`src/rtl/alu_sequencer.sv`:
```
// Control stage for the register-file/ALU datapath: fetches program ROM words,
// decodes them and sequences register writes, ALU opcode and carry handling.
module alu_sequencer #(
  parameter  int WIDTH  = 3,
  parameter  int AWIDTH = 2,
  parameter  int PWIDTH = 4,
  localparam int IWIDTH = 8 + 3 * AWIDTH + WIDTH
) (
  input  logic              clk,
  input  logic              rst_n,
  input  logic              start,
  input  logic              stop,
  output logic [PWIDTH-1:0] rom_addr,
  input  logic [IWIDTH-1:0] rom_data,
  output logic [AWIDTH-1:0] a_addr,
  output logic [AWIDTH-1:0] b_addr,
  output logic [AWIDTH-1:0] c_addr,
  output logic              c_we,
  output logic              c_in,
  output logic [WIDTH-1:0]  c_din,
  output logic [3:0]        alu_op,
  output logic              alu_cin,
  input  logic              carry_in,
  output logic              carry_flag,
  output logic              busy,
  output logic              done,
  output logic              illegal
);

  typedef enum logic [2:0] {
    S_IDLE,
    S_FETCH,
    S_DECODE,
    S_EXEC,
    S_DONE
  } state_t;

  typedef struct packed {
    logic [3:0]        op;
    logic [3:0]        aop;
    logic [AWIDTH-1:0] dst;
    logic [AWIDTH-1:0] sa;
    logic [AWIDTH-1:0] sb;
    logic [WIDTH-1:0]  imm;
  } instr_t;

  localparam logic [3:0] OP_NOP  = 4'h0;
  localparam logic [3:0] OP_LDI  = 4'h1;
  localparam logic [3:0] OP_ALU  = 4'h2;
  localparam logic [3:0] OP_ALUC = 4'h3;
  localparam logic [3:0] OP_HALT = 4'hf;

  state_t            state;
  logic [PWIDTH-1:0] pc;
  logic [3:0]        op_q;
  instr_t            ins;

  logic dec_ldi;
  logic dec_alu;
  logic dec_aluc;
  logic ex_alu;
  logic ex_bad;
  logic ex_halt;
  logic pc_last;

  assign ins      = rom_data;
  assign rom_addr = pc;

  assign dec_ldi  = (ins.op == OP_LDI);
  assign dec_alu  = (ins.op == OP_ALU);
  assign dec_aluc = (ins.op == OP_ALUC);

  assign ex_alu  = (op_q == OP_ALU) | (op_q == OP_ALUC);
  assign ex_halt = (op_q == OP_HALT);
  assign ex_bad  = ~(ex_alu | ex_halt
                   | (op_q == OP_NOP)
                   | (op_q == OP_LDI));
  assign pc_last = (pc == {PWIDTH{1'b1}});

  always_ff @(posedge clk or negedge rst_n) begin
    if (!rst_n) begin
      state      <= S_IDLE;
      pc         <= '0;
      op_q       <= '0;
      a_addr     <= '0;
      b_addr     <= '0;
      c_addr     <= '0;
      c_we       <= 1'b0;
      c_in       <= 1'b0;
      c_din      <= '0;
      alu_op     <= '0;
      alu_cin    <= 1'b0;
      carry_flag <= 1'b0;
      busy       <= 1'b0;
      done       <= 1'b0;
      illegal    <= 1'b0;
    end else begin
      done <= 1'b0;
      unique case (state)
        S_IDLE: begin
          if (start) begin
            pc         <= '0;
            illegal    <= 1'b0;
            carry_flag <= 1'b0;
            busy       <= 1'b1;
            state      <= S_FETCH;
          end
        end
        S_FETCH: begin
          if (stop) begin
            busy  <= 1'b0;
            state <= S_IDLE;
          end else begin
            state <= S_DECODE;
          end
        end
        S_DECODE: begin
          if (stop) begin
            busy  <= 1'b0;
            state <= S_IDLE;
          end else begin
            a_addr  <= ins.sa;
            b_addr  <= ins.sb;
            c_addr  <= ins.dst;
            c_din   <= ins.imm;
            alu_op  <= ins.aop;
            c_in    <= dec_ldi;
            alu_cin <= dec_aluc & carry_flag;
            c_we    <= dec_ldi | dec_alu | dec_aluc;
            op_q    <= ins.op;
            state   <= S_EXEC;
          end
        end
        S_EXEC: begin
          c_we <= 1'b0;
          unique case (1'b1)
            ex_alu:  carry_flag <= carry_in;
            ex_bad:  illegal    <= 1'b1;
            default: ;
          endcase
          // stop wins over halt/wrap and leaves pc on this instruction
          if (stop) begin
            busy  <= 1'b0;
            state <= S_IDLE;
          end else begin
            pc <= pc + 1'b1;
            if (ex_halt | pc_last) begin
              busy  <= 1'b0;
              done  <= 1'b1;
              state <= S_DONE;
            end else begin
              state <= S_FETCH;
            end
          end
        end
        S_DONE: begin
          state <= S_IDLE;
        end
        default: begin
          busy  <= 1'b0;
          state <= S_IDLE;
        end
      endcase
    end
  end

endmodule
```
`config.mk`:
```
export PLATFORM = sky130hd
export DESIGN_NAME = alu_sequencer
export DESIGN_NICKNAME = d
export VERILOG_FILES = /design/src/rtl/alu_sequencer.sv
export SDC_FILE = /design/constraint.sdc
export NUM_CORES = 1
export LEC_CHECK = 0
export ABC_AREA = 1
export CAP_MARGIN = 10
export CORE_MARGIN = 2
export CORE_UTILIZATION = 30
export CTS_CLUSTER_SIZE = 25
export DETAILED_ROUTE_END_ITERATION = 10
export PLACE_DENSITY = 0.65
export SLEW_MARGIN = 20
export SYNTH_ARGS = -nofsm -noshare
export SYNTH_HDL_FRONTEND = slang
export SYNTH_SLANG_ARGS = --single-unit
```
`constraint.sdc`:
```
create_clock -name clk -period 2.8 [get_ports clk]
set_input_delay 0.84 -clock clk [delete_from_list [all_inputs] [get_ports clk]]
set_output_delay 0.84 -clock clk [all_outputs]
set_load 0.01 [all_outputs]
```
==> run metrics <==
Worst Reg-to-Reg Cells 5; GRT overflow 0; input/output buffers 45; Gate Count Post-Synth about 170; core area about 4400 um^2; LEAKAGE between 0.0009 and 0.001 uW; Final Setup Violations 0; critical path class flip-flop to primary output; Post CTS Setup Buffer Count 0; Fin. Hold Viols 0; Hold Crit Depth 2; Hold Startpoint busy; number of flops mapped to enable cells by yosys 0; WP data required slightly below 2 ns; Worst Hold Class flip-flop to flip-flop; CTS Root Cell clkbuf_8; Synth async-reset ratio 100%; Slew Viols, Final 0; gpl congestion between 0.7 and 0.8; worst vdd rail ir drop around 0.28 mV; first-pass GRT wire length 5070 um; RSZ-0062 raised after global routing false; number of vias per cell 4.48; Yosys warning count 0; # resized after CTS 0; r2r setup slk about 1.4 ns; Worst-path clk slew 0.06 ns; pin count of the biggest net entering global routing 32; number of H-tree levels 2; run status finished, final reports clean; Total Routing Usage GR between 10% and 20%; dpl cells roughly 270; antenna cells 0; Yosys cell types 21; Ports 46; total power about 1800 uW; crit share post-route approximately three quarters; share of cells above drive strength 1 a little under a tenth; worst hold endpoint busy; CP peak stage delay approximately 0.57 ns; placed cell area 1910 um^2; Die Ht around 72 um; most common cell in the netlist nand2_1; CTS tree built; Hold-fix buffers, CTS 0; worst-path fanout max 7; Die X between 70 and 80 um; DRC Markers 0; detailed placement HPWL 2220 um; Post-Syn Nets ~190; Clk Latency, worst-skew pair roughly 0.27 ns; final WL a little under 3000 um; Synth Register Bits 31; area grow syn2layout 43.5%; headroom to the max-slew limit about three quarters; CTS buffer count 5; WP data arrival 1.28 ns; via count about 1,200; max_cap viols 0; syn avg cell area approximately 8.3 um^2; Mapped Area between 1000 and 1500 um^2; Setup Skew ~0.0018 ns; Bufs on Longest Clock Path 2; Crit. End Element primary output; die area approximately 5200 um^2; largest area contributor in the netlist dfrtp_1; antenna violations before repair 0; Final #Nets roughly 240; CP max-delay cell clkdlybuf4s50_1; Final Non-Filler Cells approximately 270; most frequent cells after synthesis 78 x nand2_1, 31 x dfrtp_1, 13 x nand3_1, 12 x inv_1, 6 x nor2_1; final instance area between 2000 and 2500 um^2; Sink Count 31; Worst-Margin Slew approximately 0.39 ns; Initial Util 31.7%; R2R Path Start state[2]; Placement Rows 24; crit path time final ~2.1 ns; ys flop type dfrtp_1; register area share after synthesis about 55%; WL/cell about 11 um; largest delay contributor family on the critical path buffers and inverters; drt pass-1 iters 4; worst path cell trace clkdlybuf4s50_1; vias in the first global route ~1,200; setup TNS 0 ns; PD cells a little over 900 nW/um^2; Buf/Inv on CP 1; f_max 0.472 GHz; Area contributors post-synth dfrtp_1 55%, nand2_1 21%, nand3_1 4.6%; Synth top area share 55.4%; DRT iter0 DRCs 80; reg-to-reg endpoint c_we; Worst setup SP type flip-flop; Final ANT Viol Nets 0
per-layer routing:
metal	up-vias	share of wire (%)	global-route usage, %
met2	36	43	17.5
met5	-	0	0
li1	629	-	-
met3	5	7.0	4.03
met4	0	1.7	6.29
met1	552	48	17.8
final cells by class:
type | instances | area [um^2]
Multi-Input combinational cell | 122 | 556
Clock buffer | 8 | 100
Sequential cell | 31 | 776
Inverter | 13 | 48.8
Tap cell | 52 | 65.1
Fill cell | 458 | 2400
Timing Repair Buffer | 47 | 465
power breakdown:
part / switching (uW) / leakage [uW] / internal, uW
clock: 154 / 0.0000515 / 224
combinational: 351 / 0.000541 / 366
sequential: 117 / 0.000402 / 613
total: 621 / 0.000994 / 1200
how the worst max path moves through the flow:
| stage | cells after the start | end | startpoint | slack, ns |
|---|---|---|---|---|
| floorplan | 5 | c_in | stop | 1.34 |
| global placement | 6 | c_we | stop | 0.56 |
| detailed placement | 6 | c_we | stop | 0.52 |
| CTS | 1 | rom_addr[0] | rom_addr[0] | 0.66 |
| global route | 1 | rom_addr[2] | rom_addr[2] | 0.61 |
| finish | 1 | rom_addr[2] | rom_addr[2] | 0.68 |
layout by cell type, fill, tap and decap left out, types with 2 or more instances in the layout:
cell type and instances:
a21oi_1 4, o21ai_1 4, nand3_1 13, buf_4 2, inv_1 12, dfrtp_1 31
nand2_2 5, nor2_1 6, nand2_1 78, clkbuf_8 7, o21ai_0 2, nor2_2 2
clkdlybuf4s50_1 45
state kept, by name, summed over array words and instances, names as in the netlist:
register    cells
alu_op          4
op_q            4
rom_addr        4
c_din           3
state           3
a_addr          2
b_addr          2
c_addr          2
alu_cin         1
busy            1
c_in            1
c_we            1
carry_flag      1
done            1
illegal         1
logic make-up (layout without fill, tap and decap cells):
| family | after synthesis | after routing | share of synthesized area, % |
|---|---|---|---|
| compound gates | 12 | 12 | 4.64 |
| fa+ha+maj | 1 | 1 | 0.893 |
| buf+inv | 16 | 68 | 5.00 |
| flops | 31 | 31 | 55.4 |
| simple gates | 109 | 109 | 34.1 |
stage by stage:
stage / util (%) / worst slack (ns) / hold WS [ns]
floorplan: - / 1.34 / 0.442
global placement: 43.3 / 0.563 / 0.458
detailed placement: 43.3 / 0.523 / 0.462
CTS: 45.5 / 0.660 / 0.478
global route: 45.5 / 0.610 / 0.502
finish: 45.5 / 0.680 / 0.476
Power figures use the tool's default switching activity.
